**src/rtl/sr_frame_tx.sv**
```systemverilog
// Serial frame transmitter for daisy-chained 74HC595-style SIPO chains.
// Shifts a WIDTH-bit frame out MSB first, then pulses latch.
module sr_frame_tx #(
  parameter int WIDTH  = 40,
  parameter int DIV    = 1,
  parameter bit INVERT = 1'b0
) (
  input  logic             clk,
  input  logic             rst,
  input  logic             clk_en,
  input  logic             frame_valid,
  input  logic [WIDTH-1:0] frame_data,
  output logic             frame_ready,
  output logic             sclk,
  output logic             sdo,
  output logic             latch,
  output logic             busy,
  output logic             done,
  output logic [1:0]       state_out
);

  localparam int BW = (WIDTH > 1) ? $clog2(WIDTH) : 1;
  localparam int DW = $clog2(DIV) + 1;

  typedef enum logic [1:0] {
    IDLE     = 2'd0,
    SHIFT_LO = 2'd1,
    SHIFT_HI = 2'd2,
    LATCH    = 2'd3
  } state_e;

  state_e           state_q, state_d;
  logic [WIDTH-1:0] shreg_q, shreg_d;
  logic [BW-1:0]    bit_cnt_q, bit_cnt_d;
  logic [DW-1:0]    div_cnt_q, div_cnt_d;
  logic             sclk_q, sclk_d;
  logic             sdo_q, sdo_d;
  logic             latch_q, latch_d;
  logic             done_q, done_d;

  logic             hs;
  logic             expire;
  logic             last_bit;
  logic [WIDTH-1:0] frame_x;

  assign hs       = frame_valid && (state_q == IDLE);
  assign expire   = clk_en && (div_cnt_q == DW'(DIV - 1));
  assign last_bit = (bit_cnt_q == BW'(WIDTH - 1));
  assign frame_x  = frame_data ^ {WIDTH{INVERT}};

  always_ff @(posedge clk) begin
    if (rst) begin
      state_q <= IDLE;
    end else begin
      state_q <= state_d;
    end
  end

  always_comb begin
    state_d = state_q;
    unique case (state_q)
      IDLE:     if (hs) state_d = SHIFT_LO;
      SHIFT_LO: if (expire) state_d = SHIFT_HI;
      SHIFT_HI: if (expire) state_d = last_bit ? LATCH : SHIFT_LO;
      LATCH:    if (expire) state_d = IDLE;
      default:  state_d = IDLE;
    endcase
  end

  // Divider restarts on every state change so each phase lasts DIV ticks.
  always_comb begin
    div_cnt_d = div_cnt_q;
    if (state_d != state_q) begin
      div_cnt_d = '0;
    end else if (state_q != IDLE && clk_en) begin
      div_cnt_d = div_cnt_q + DW'(1);
    end
  end

  always_comb begin
    shreg_d   = shreg_q;
    bit_cnt_d = bit_cnt_q;
    sclk_d    = sclk_q;
    sdo_d     = sdo_q;
    latch_d   = latch_q;
    done_d    = 1'b0;
    unique case (state_q)
      IDLE: begin
        sclk_d  = 1'b1;
        latch_d = 1'b0;
        if (hs) begin
          shreg_d   = frame_x;
          sdo_d     = frame_x[WIDTH-1];
          sclk_d    = 1'b0;
          bit_cnt_d = '0;
        end
      end
      SHIFT_LO: begin
        if (expire) sclk_d = 1'b1;
      end
      SHIFT_HI: begin
        if (expire) begin
          if (last_bit) begin
            latch_d = 1'b1;
          end else begin
            // sdo only moves on the falling sclk edge
            sclk_d    = 1'b0;
            shreg_d   = {shreg_q[WIDTH-2:0], 1'b0};
            sdo_d     = shreg_q[WIDTH-2];
            bit_cnt_d = bit_cnt_q + BW'(1);
          end
        end
      end
      LATCH: begin
        if (expire) begin
          latch_d = 1'b0;
          done_d  = 1'b1;
        end
      end
      default: begin
        sclk_d  = 1'b1;
        latch_d = 1'b0;
      end
    endcase
  end

  always_ff @(posedge clk) begin
    if (rst) begin
      shreg_q   <= '0;
      bit_cnt_q <= '0;
      div_cnt_q <= '0;
      sclk_q    <= 1'b1;
      sdo_q     <= 1'b0;
      latch_q   <= 1'b0;
      done_q    <= 1'b0;
    end else begin
      shreg_q   <= shreg_d;
      bit_cnt_q <= bit_cnt_d;
      div_cnt_q <= div_cnt_d;
      sclk_q    <= sclk_d;
      sdo_q     <= sdo_d;
      latch_q   <= latch_d;
      done_q    <= done_d;
    end
  end

  always_comb begin
    frame_ready = (state_q == IDLE);
    busy        = (state_q != IDLE);
    state_out   = state_q;
    sclk        = sclk_q;
    sdo         = sdo_q;
    latch       = latch_q;
    done        = done_q;
  end

endmodule

```
**config.mk**
```make
export PLATFORM = sky130hd
export DESIGN_NAME = sr_frame_tx
export DESIGN_NICKNAME = d
export VERILOG_FILES = /design/src/rtl/sr_frame_tx.sv
export SDC_FILE = /design/constraint.sdc
export NUM_CORES = 1
export LEC_CHECK = 0
export ABC_AREA = 1
export BUFFER_PORTS_ARGS = -buffer_cell sky130_fd_sc_hd__buf_2
export CAP_MARGIN = 20
export CORE_ASPECT_RATIO = 1.2
export CORE_MARGIN = 10
export CORE_UTILIZATION = 45
export DETAILED_ROUTE_END_ITERATION = 7
export GPL_TIMING_DRIVEN = 0
export PLACE_DENSITY = 0.77
export SKIP_LAST_GASP = 1
export SLEW_MARGIN = 20
export SYNTH_ARGS = -nofsm -noshare
export SYNTH_HDL_FRONTEND = slang
export SYNTH_SLANG_ARGS = --single-unit
```
**constraint.sdc**
```tcl
create_clock -name clk -period 1.8 [get_ports clk]
set_input_delay 0.36 -clock clk [delete_from_list [all_inputs] [get_ports clk]]
set_output_delay 0.36 -clock clk [all_outputs]
set_load 0.1 [all_outputs]
```
==> results.txt <==
share of post-route cells with drive strength above 1 = 21.5%
I/O pin total = 52
Mapped Cells = 379
Setup WS post-layout = 51.0 ps
Largest stage delay, worst path = 430 ps
top cells by area, synth = dfxtp_1, o21ai_0, nand2_1
leading area contributor after synthesis = dfxtp_1
WL/cell = 12.2 um
area grow syn2layout = 18.8%
number of global-route vias before repair = 2452
status = completed
setup slack at placement = 19.7 ps
setup repair bufs after CTS = 0
Max transition margin = 67.3%
Switch Pwr = 1.24 mW
Post-synth EDFFs = 0
Root Driver = clkbuf_8
fmax = 0.572 GHz
Area after DPL = 2960 um2
peak supply drop = 0.705 mV
kind of critical path = register to output pin
crit start category = register
Worst R2R Start = state_out[0]
Slew Limit Fails = 0
Nets = 488
CTS Buf Count = 5
Initial Util = 46.0%
Die Ht = 103 um
Clock Tree Buf Depth = 2
Routed WL = 6150 um
syn_nets = 430
DRT antenna net count = 0
Hold Path Class = input port to register
Leak = 1.44 nW
sequential share of power = 43.8%
hold path start = rst
final instance area = 3080 um2
residual DRC count = 0
Tot Pwr = 3.19 mW
Placeable Area = 5630 um2
worst-path fanout max = 6
post-synth cell types = 24
DRT iter0 DRCs = 91
total die area = 9210 um2
mapped cell area = 2590 um2
Vias/cell = 5.04
Hold Vio Cnt, Final = 0
post-route non-filler standard cell count = 502
Yosys top cell area share = 40.2%
GRT overflow = 0
max_cap viols = 0
FFs w/ async S/R, synth = 0%
worst-path cell chain = inv_4, ha_4, buf_2
minimum clock period = 1750 ps
Mapped Avg Cell Area = 6.84 um2
initial antenna violation count = 0
Placed Cells = 494
global router's overall resource usage = 13.8%
Worst path slowest cell = buf_2
Compound-Gate Fraction of Synth Area = 25.2%
vias = 2531
1st-pass router iterations = 4
CP Capture Type = output pin
post-cts resize count = 3
yosys warns = 0
Int Pwr = 1.95 mW
clk slew on worst S/H paths = 90 ps
Critical Path RT = 1440 ps
worst-margin pin slew = 493 ps
endpoints failing setup = 0
HPWL Detailed = 4650 um
Synth Area in Simple Gates = 18.3%
RSZ-0062 raised after global routing = yes
CTS Hold Bufs = 0
Seq/Total Area, Yosys = 40.2%
first-pass GRT wire length = 10400 um
row count = 30
# diodes = 0
Switching Share = 38.8%
clock skew = 10.5 ps
worst setup path start = state_out[0]
Chip Width = 89.3 um
combinational power share = 35.3%
GP Congestion = 0.834
CTS tree = done
Top FF cell, synth = dfxtp_1
Post-Synth XOR/XNOR Area = 0.676%
clock group share of total power = 20.9%
largest net degree at the start of global routing = 17
number of port buffers = 51
Post-Synth Adder-Cell Area = 3.38%
number of H-tree levels = 2
power per cell area = 1040 nW/um2
Synth Register Bits = 52
post-synthesis mux area share = 0%
crit path DAT = 1390 ps
crit share post-route = 97.2%
clk sinks = 52
Clk Latency, worst-skew pair = 300 ps
largest family of logic cells by synthesized area = compound AO/OA/AOI/OAI gates
[power groups by stage]
stage / logic [mW] / registers [mW] / clock network (mW)
after floorplan: 0.741 / 1.54 / 0
after global placement: 1.08 / 1.42 / 0
after detailed placement: 1.10 / 1.42 / 0
after CTS: 1.12 / 1.40 / 0.685
after global routing: 1.27 / 1.42 / 0.727
final: 1.13 / 1.40 / 0.666
[layer usage]
layer	vias up	routed length (um)	global-route usage (%)
met1	1156	2660	15.3
li1	1336	-	-
met3	5	282	3.16
met2	34	3120	24.6
met5	-	0	0
met4	0	87	6.00
[final timing paths]
kind              slack [ps]            to  cells past startpoint
setup / recovery          50   frame_ready                      3
hold / removal           300           sdo                      2
setup reg to reg          90  bit_cnt_q[0]                      9
hold reg to reg          450   shreg_q[18]                      2
[layout by cell type, fill, tap and decap left out, types with 5 or more instances in the layout]
| master | instances |
|---|---|
| ha_1 | 5 |
| o21ai_0 | 71 |
| buf_6 | 5 |
| buf_2 | 54 |
| nor2_1 | 10 |
| inv_1 | 47 |
| nand2_1 | 81 |
| dfxtp_1 | 49 |
| nand3_1 | 14 |
| clkbuf_8 | 5 |
| a21oi_1 | 51 |
| clkbuf_2 | 7 |
| clkbuf_1 | 7 |
[kinds of logic (layout without fill, tap and decap cells)]
group                      Yosys count  after routing
xor gates and xnor gates             2              2
DFF                                 52             52
AOI/OAI and AO/OA                  129            129
and+or+nand+nor                    114            114
buffers and inverters               75            134
adders and majority gates            7              7
[critical path: cells and delay by family (launching register included)]
family / cells / cell delay, ps
flip-flops: 1 / 390
buffers and inverters: 2 / 520
adder cells (fa/ha/maj): 1 / 170
[state kept, by name, summed over array words and instances, names as in the netlist]
| name | count |
|---|---|
| sdo | 1 |
| done | 1 |
| div_cnt_q | 1 |
| bit_cnt_q | 6 |
| shreg_q | 39 |
| sclk | 1 |
| state_out | 2 |
| latch | 1 |
[cells in the mapped netlist, types with 2 or more instances]
cell and instances:
nor2_1 10, buf_2 6, nand3_1 14, nand2_1 82, dfxtp_1 52, nand3_2 2, buf_6 4, o21ai_1 2
nand2_2 2, ha_1 7, inv_1 51, clkbuf_1 12, o21ai_0 74, a21oi_1 51
[area by class of cell]
type,instances,area [um2]
sequential,52,1050
buffer,23,141
clock buffer,6,72.6
multi-input combinational,252,1250
tap,64,80.1
inverter,52,208
clock inverter,2,15.0
timing repair buffer,51,258
fill,561,2550
[per-stage QoR]
step           setup TNS (ps)  hold slack, ps  util [%]
3_3_place_gp                0             433      52.5
6_report                    0             305      54.7
3_5_place_dp                0             441      52.5
4_1_cts                 -2.84             302      54.2
2_1_floorplan           -1130             424         -
5_1_grt                  -276             301      54.7
No activity file was read; power rests on OpenSTA's default activity.
